<file path="src/rtl/tx232_ser_if.sv">
// tx232_ser_if: groups the baud clock, the upstream byte handshake and the
// serial-side status outputs of the tx232_ser transmitter.
interface tx232_ser_if;
  logic       txck;
  logic [7:0] txpd;
  logic       tnpd;
  logic       ovr_clr;
  logic       txd;
  logic       busy;
  logic       ovr;

  modport master (
    output txck, txpd, tnpd, ovr_clr,
    input  txd, busy, ovr
  );

  modport slave (
    input  txck, txpd, tnpd, ovr_clr,
    output txd, busy, ovr
  );
endinterface

</file>
<file path="src/rtl/tx232_ser.sv">
// tx232_ser: single-byte-buffered async serial transmitter.
// Frames are start + 8 data bits (LSB first) + stop; defining the macro
// TX232_PARITY_EN inserts an even parity bit before the stop bit.
//
// state  | meaning
// IDLE   | line high, waiting for a held byte
// START  | start bit (0) on the line
// DATA   | data bits 0..7 on the line, bit_cnt selects which
// PARITY | even parity bit on the line (TX232_PARITY_EN only)
// STOP   | stop bit (1) on the line; may chain straight into the next START
module tx232_ser (
  input  logic        clk,
  input  logic        rst,
  tx232_ser_if.slave  bus
);

`ifdef TX232_PARITY_EN
  typedef enum logic [2:0] {IDLE, START, DATA, PARITY, STOP} state_t;
`else
  typedef enum logic [2:0] {IDLE, START, DATA, STOP} state_t;
`endif

  state_t     state_q, state_d;
  logic [1:0] txck_d;
  logic       txck_r;
  logic       tnpd_d;
  logic       cap;
  logic [7:0] hold_q;
  logic       hold_full;
  logic [7:0] shift_q, shift_d;
  logic [2:0] bit_cnt_q, bit_cnt_d;
  logic       txd_q, txd_d;
  logic       busy_q;
  logic       ovr_q;
  logic       load;
`ifdef TX232_PARITY_EN
  logic       par_q;
`endif

  assign txck_r   = txck_d[0] & ~txck_d[1];
  assign cap      = bus.tnpd & ~tnpd_d;
  assign bus.txd  = txd_q;
  assign bus.busy = busy_q;
  assign bus.ovr  = ovr_q;

  // Bring the baud clock and the byte strobe into the clk domain for edge detection.
  always_ff @(posedge clk or negedge rst) begin
    if (!rst) begin
      txck_d <= 2'b00;
      tnpd_d <= 1'b0;
    end else begin
      txck_d <= {txck_d[0], bus.txck};
      tnpd_d <= bus.tnpd;
    end
  end

  // Hold register: a capture coinciding with a load refills hold in the same edge.
  always_ff @(posedge clk or negedge rst) begin
    if (!rst) begin
      hold_q    <= 8'h00;
      hold_full <= 1'b0;
    end else if (cap && (!hold_full || load)) begin
      hold_q    <= bus.txpd;
      hold_full <= 1'b1;
    end else if (load) begin
      hold_full <= 1'b0;
    end
  end

  // Sticky overrun; a new overrun wins over a simultaneous clear.
  always_ff @(posedge clk or negedge rst) begin
    if (!rst) begin
      ovr_q <= 1'b0;
    end else if (cap && hold_full && !load) begin
      ovr_q <= 1'b1;
    end else if (bus.ovr_clr) begin
      ovr_q <= 1'b0;
    end
  end

  // FSM state, shifter, bit counter and registered line output.
  always_ff @(posedge clk or negedge rst) begin
    if (!rst) begin
      state_q   <= IDLE;
      shift_q   <= 8'h00;
      bit_cnt_q <= 3'd0;
      txd_q     <= 1'b1;
    end else begin
      state_q   <= state_d;
      shift_q   <= shift_d;
      bit_cnt_q <= bit_cnt_d;
      txd_q     <= txd_d;
    end
  end

`ifdef TX232_PARITY_EN
  // Parity is taken from the byte as it is loaded, since the shifter is consumed.
  always_ff @(posedge clk or negedge rst) begin
    if (!rst) begin
      par_q <= 1'b0;
    end else if (load) begin
      par_q <= ^hold_q;
    end
  end
`endif

  // Busy covers an active frame, a held byte and a capture landing this edge.
  always_ff @(posedge clk or negedge rst) begin
    if (!rst) begin
      busy_q <= 1'b0;
    end else begin
      busy_q <= (state_q != IDLE) | hold_full | cap;
    end
  end

  // Next-state logic; every move waits for a baud tick.
  always_comb begin
    state_d   = state_q;
    shift_d   = shift_q;
    bit_cnt_d = bit_cnt_q;
    txd_d     = txd_q;
    load      = 1'b0;
    if (txck_r) begin
      case (state_q)
        IDLE: begin
          txd_d = 1'b1;
          if (hold_full) begin
            load    = 1'b1;
            shift_d = hold_q;
            txd_d   = 1'b0;
            state_d = START;
          end
        end
        START: begin
          state_d   = DATA;
          bit_cnt_d = 3'd0;
          txd_d     = shift_q[0];
        end
        DATA: begin
          if (bit_cnt_q == 3'd7) begin
`ifdef TX232_PARITY_EN
            state_d = PARITY;
            txd_d   = par_q;
`else
            state_d = STOP;
            txd_d   = 1'b1;
`endif
          end else begin
            bit_cnt_d = bit_cnt_q + 3'd1;
            shift_d   = {1'b0, shift_q[7:1]};
            txd_d     = shift_q[1];
          end
        end
`ifdef TX232_PARITY_EN
        PARITY: begin
          state_d = STOP;
          txd_d   = 1'b1;
        end
`endif
        STOP: begin
          if (hold_full) begin
            load    = 1'b1;
            shift_d = hold_q;
            txd_d   = 1'b0;
            state_d = START;
          end else begin
            txd_d   = 1'b1;
            state_d = IDLE;
          end
        end
        default: begin
          txd_d   = 1'b1;
          state_d = IDLE;
        end
      endcase
    end
  end

endmodule
</file>
<file path="src/flat_wrapper.sv">
// flat-port wrapper written by rule: the top's interface ports become plain ports
module tx232_ser_flat 
  (clk, rst, bus_txck, bus_txpd, bus_tnpd, bus_ovr_clr, bus_txd, bus_busy, bus_ovr);
  tx232_ser_if bus_i ();
  input  logic clk;
  input  logic rst;
  input wire logic [$bits(bus_i.txck)-1:0] bus_txck;
  input wire logic [$bits(bus_i.txpd)-1:0] bus_txpd;
  input wire logic [$bits(bus_i.tnpd)-1:0] bus_tnpd;
  input wire logic [$bits(bus_i.ovr_clr)-1:0] bus_ovr_clr;
  output wire logic [$bits(bus_i.txd)-1:0] bus_txd;
  output wire logic [$bits(bus_i.busy)-1:0] bus_busy;
  output wire logic [$bits(bus_i.ovr)-1:0] bus_ovr;
  assign bus_i.txck = bus_txck;
  assign bus_i.txpd = bus_txpd;
  assign bus_i.tnpd = bus_tnpd;
  assign bus_i.ovr_clr = bus_ovr_clr;
  assign bus_txd = bus_i.txd;
  assign bus_busy = bus_i.busy;
  assign bus_ovr = bus_i.ovr;
  tx232_ser u_core (.clk(clk), .rst(rst), .bus(bus_i));
endmodule
</file>
<file path="config.mk">
export PLATFORM = sky130hd
export DESIGN_NAME = tx232_ser_flat
export DESIGN_NICKNAME = d
export VERILOG_FILES = /design/src/rtl/tx232_ser_if.sv /design/src/rtl/tx232_ser.sv /design/src/flat_wrapper.sv
export SDC_FILE = /design/constraint.sdc
export NUM_CORES = 1
export LEC_CHECK = 0
export ABC_AREA = 1
export BUFFER_PORTS_ARGS = -buffer_cell sky130_fd_sc_hd__clkbuf_2
export CAP_MARGIN = 40
export CORE_MARGIN = 4
export CORE_UTILIZATION = 56
export CTS_CLUSTER_DIAMETER = 30
export DETAILED_ROUTE_END_ITERATION = 12
export PLACE_DENSITY = 0.74
export SKIP_LAST_GASP = 1
export SLEW_MARGIN = 20
export SYNTH_ARGS = -nofsm -noshare
export SYNTH_HDL_FRONTEND = slang
export SYNTH_SLANG_ARGS = --single-unit
</file>
<file path="constraint.sdc">
create_clock -name clk -period 1.8 [get_ports clk]
set_clock_uncertainty 0.1 [all_clocks]
set_input_delay 0.09 -clock clk [delete_from_list [all_inputs] [get_ports clk]]
set_output_delay 0.09 -clock clk [all_outputs]
set_load 0.02 [all_outputs]
</file>
==> results.yml <==
status:
  status: "completed"
layout:
  diodes: 0
  fillers: 172
  nets: 210
  synthToLayoutAreaGrowth_pct: 19.3
  drive_gt1_share_pct: 18.9
synthesis:
  synth_ff_type: "dfrtp_1"
  async_flop_share_pct: 100
  synthMuxAreaShare_pct: 0
  yosysMostFrequentCell: "nand2_1"
  netlist_top_cells_area: "dfrtp_1, nand2_1, nand3_1"
  seq_area_frac_synth_pct: 51.2
  synth-simple-area-share_pct: 33.0
  ys_top_cells_by_count: "nand2_1, dfrtp_1, nand3_1"
  yosys_warnings: 0
  avgSynthCellArea_um2: 8.62
  synth-compound-area-share_pct: 3.83
  synthDominantCellAreaShare_pct: 49.3
  synthAdderAreaFrac_pct: 5.47
  yosysUniqueCellTypes: 22
  synthesis.nets: 178
  synth_edf_count: 0
  synthCells: 159
  netlist_area_um2: 1370
  synthXorXnorAreaFrac_pct: 0
  synth_top_family_by_area: "simple AND/OR/NAND/NOR gates"
  yosysTopAreaCell: "dfrtp_1"
  synth_seq_cells: 28
critical_path:
  crit_slowest_cell: "dfrtp_1"
  worstPathMaxFanout: 11
  critical-path-top-delay-family: "simple AND/OR/NAND/NOR gates"
  path_cells: "inv_1, ha_2, inv_6, nand3_2, nand2_2, nand2_2, nand2_1, nand2_1"
  start_kind: "register"
  worstSetupEndpointType: "register"
  worst_path_largest_cell_delay_ns: 0.44
  cp.required_ns: 1.95
  arrival_ns: 1.80
  r2r_slack_ns: 0.15
  worstSetupPathType: "register to register"
  crit_buf_inv: 2
drt:
  routed_wl_mm: 2.69
  first_pass_iters: 4
  drc: 0
  via_per_inst: 5.06
  wl_per_cell_um: 12.3
  drt_iter0_drc: 35
  vias: 1102
  ant_nets: 0
clocking:
  clockBufferDepth: 2
  path_clk_slew_ns: 0.15
  cts_tree: "built"
  insertion_delay_ns: 0.33
  cts_buffers: 3
  cts_max_level: 1
  cts_setup_buffers: 0
  cts_root_buf: "clkbuf_4"
  cts.sinks: 28
grt:
  antenna_found_initial: 0
  grt_max_degree: 29
  grt.total_usage_pct: 18.0
  grt_pass1_vias: 1114
  overflow: 0
  grt_first_pass_wirelength_mm: 4.71
floorplanning:
  fp.dieW_um: 57.5
  dieArea_um2: 3300
  die_y_um: 57.5
  start_util_pct: 60.3
  row_count: 17
  fp.coreArea_um2: 2280
  ios: 16
power:
  peakVddDrop_uv: 1050
  power.density_nw_per_um2: 1580
  p_leak_nw: 0.880
  power_mw: 2.58
placed_design:
  gp_congestion: 0.772
  hpwl_mm: 1.87
  io_buffers: 15
sta:
  setup_viol: 0
  max_freq_mhz: 605
  tightest_slew_ns: 0.670
  post-route-period-util_pct: 91.8
  rsz0062_at_grt: "no"
  final.setup.tns_ns: 0
  final.min_clock_period_ns: 1.65
  maxSlewHeadroom_pct: 55.4
  drv_slew: 0
  hold_violations: 0
hold_path:
  hold_path_class: "primary input to asynchronous set/reset pin"
flow_run:
  cap_violations: 0
kinds of logic after synthesis:
| logic type | after synthesis |
|---|---|
| and+or+nand+nor | 99 |
| DFF | 28 |
| buffers and inverters | 18 |
| AOI/OAI and AO/OA | 8 |
| adders and majority gates | 6 |
power breakdown:
| group | total, mW | switching [mW] | internal [mW] | leakage [nW] |
|---|---|---|---|---|
| registers | 1.07 | 0.180 | 0.892 | 0.347 |
| clock network | 0.314 | 0.190 | 0.124 | 0.0210 |
| logic | 1.19 | 0.723 | 0.470 | 0.512 |
cells in the final DEF, fill, tap and decap left out, types with 2 or more instances in the layout:
master,n
nor2_2,2
clkbuf_2,15
ha_1,5
clkbuf_4,3
nand3_1,19
nand2_1,67
inv_1,13
dlygate4sd3_1,12
o21ai_0,6
nand3_2,2
dfrtp_1,27
nand2_2,3
buf_4,3
final timing paths:
| check | from | to | cells after the start |
|---|---|---|---|
| max | u_core.state_q[1] | u_core.hold_q[2] | 8 |
| min | rst | u_core.bit_cnt_q[2] | 2 |
| max reg2reg | u_core.state_q[1] | u_core.hold_q[2] | 8 |
| min reg2reg | u_core.txck_d[0] | u_core.txck_d[1] | 0 |
| max in group asynchronous | rst | u_core.shift_q[2] | 2 |
| min in group clk | bus_txck | u_core.txck_d[0] | 2 |
flip-flops by register name, summed over array words and instances (netlist names):
signal / count
u_core.txck_d: 2
u_core.bus.txd: 1
u_core.tnpd_d: 1
u_core.hold_q: 8
u_core.bus.busy: 1
u_core.bit_cnt_q: 3
u_core.state_q: 2
u_core.hold_full: 1
u_core.bus.ovr: 1
u_core.shift_q: 8
through the flow:
step | hold WS [ns] | utilization (%) | area (um^2) | setup WS, ns | instances
2_1_floorplan | -0.306 | - | 1370 | 0.270 | 159
3_3_place_gp | 0.0475 | 64.9 | 1480 | 0.157 | 202
3_5_place_dp | 0.0672 | 64.9 | 1480 | 0.103 | 202
4_1_cts | 0.223 | 71.7 | 1630 | 0.0788 | 218
5_1_grt | 0.254 | 71.9 | 1640 | 0.00422 | 218
6_report | 0.200 | 71.9 | 1640 | 0.148 | 218
per-layer routing:
metal | vias to the layer above | global-route usage, % | wire [um]
met5 | - | 0 | 0
met4 | 0 | 8.94 | 73
met3 | 9 | 2.26 | 83
met2 | 20 | 30.5 | 1290
met1 | 514 | 22.5 | 1240
li1 | 559 | - | -
final cells by class:
cell class | instances | area [um^2] | area share (%)
timing repair buffer | 30 | 218 | 13.3
inverter | 15 | 61.3 | 3.75
sequential | 28 | 702 | 42.9
multi-input combinational | 113 | 583 | 35.7
clock buffer | 4 | 36.3 | 2.22
tap | 28 | 35.0 | 2.14
timing repair:
action                     CTS  global route
setup endpoints to repair    0             9
hold buffers                12             0
gates resized for setup      0             1
hold endpoints to repair    38             0
Note: power is estimated with default switching activity, not from simulation.
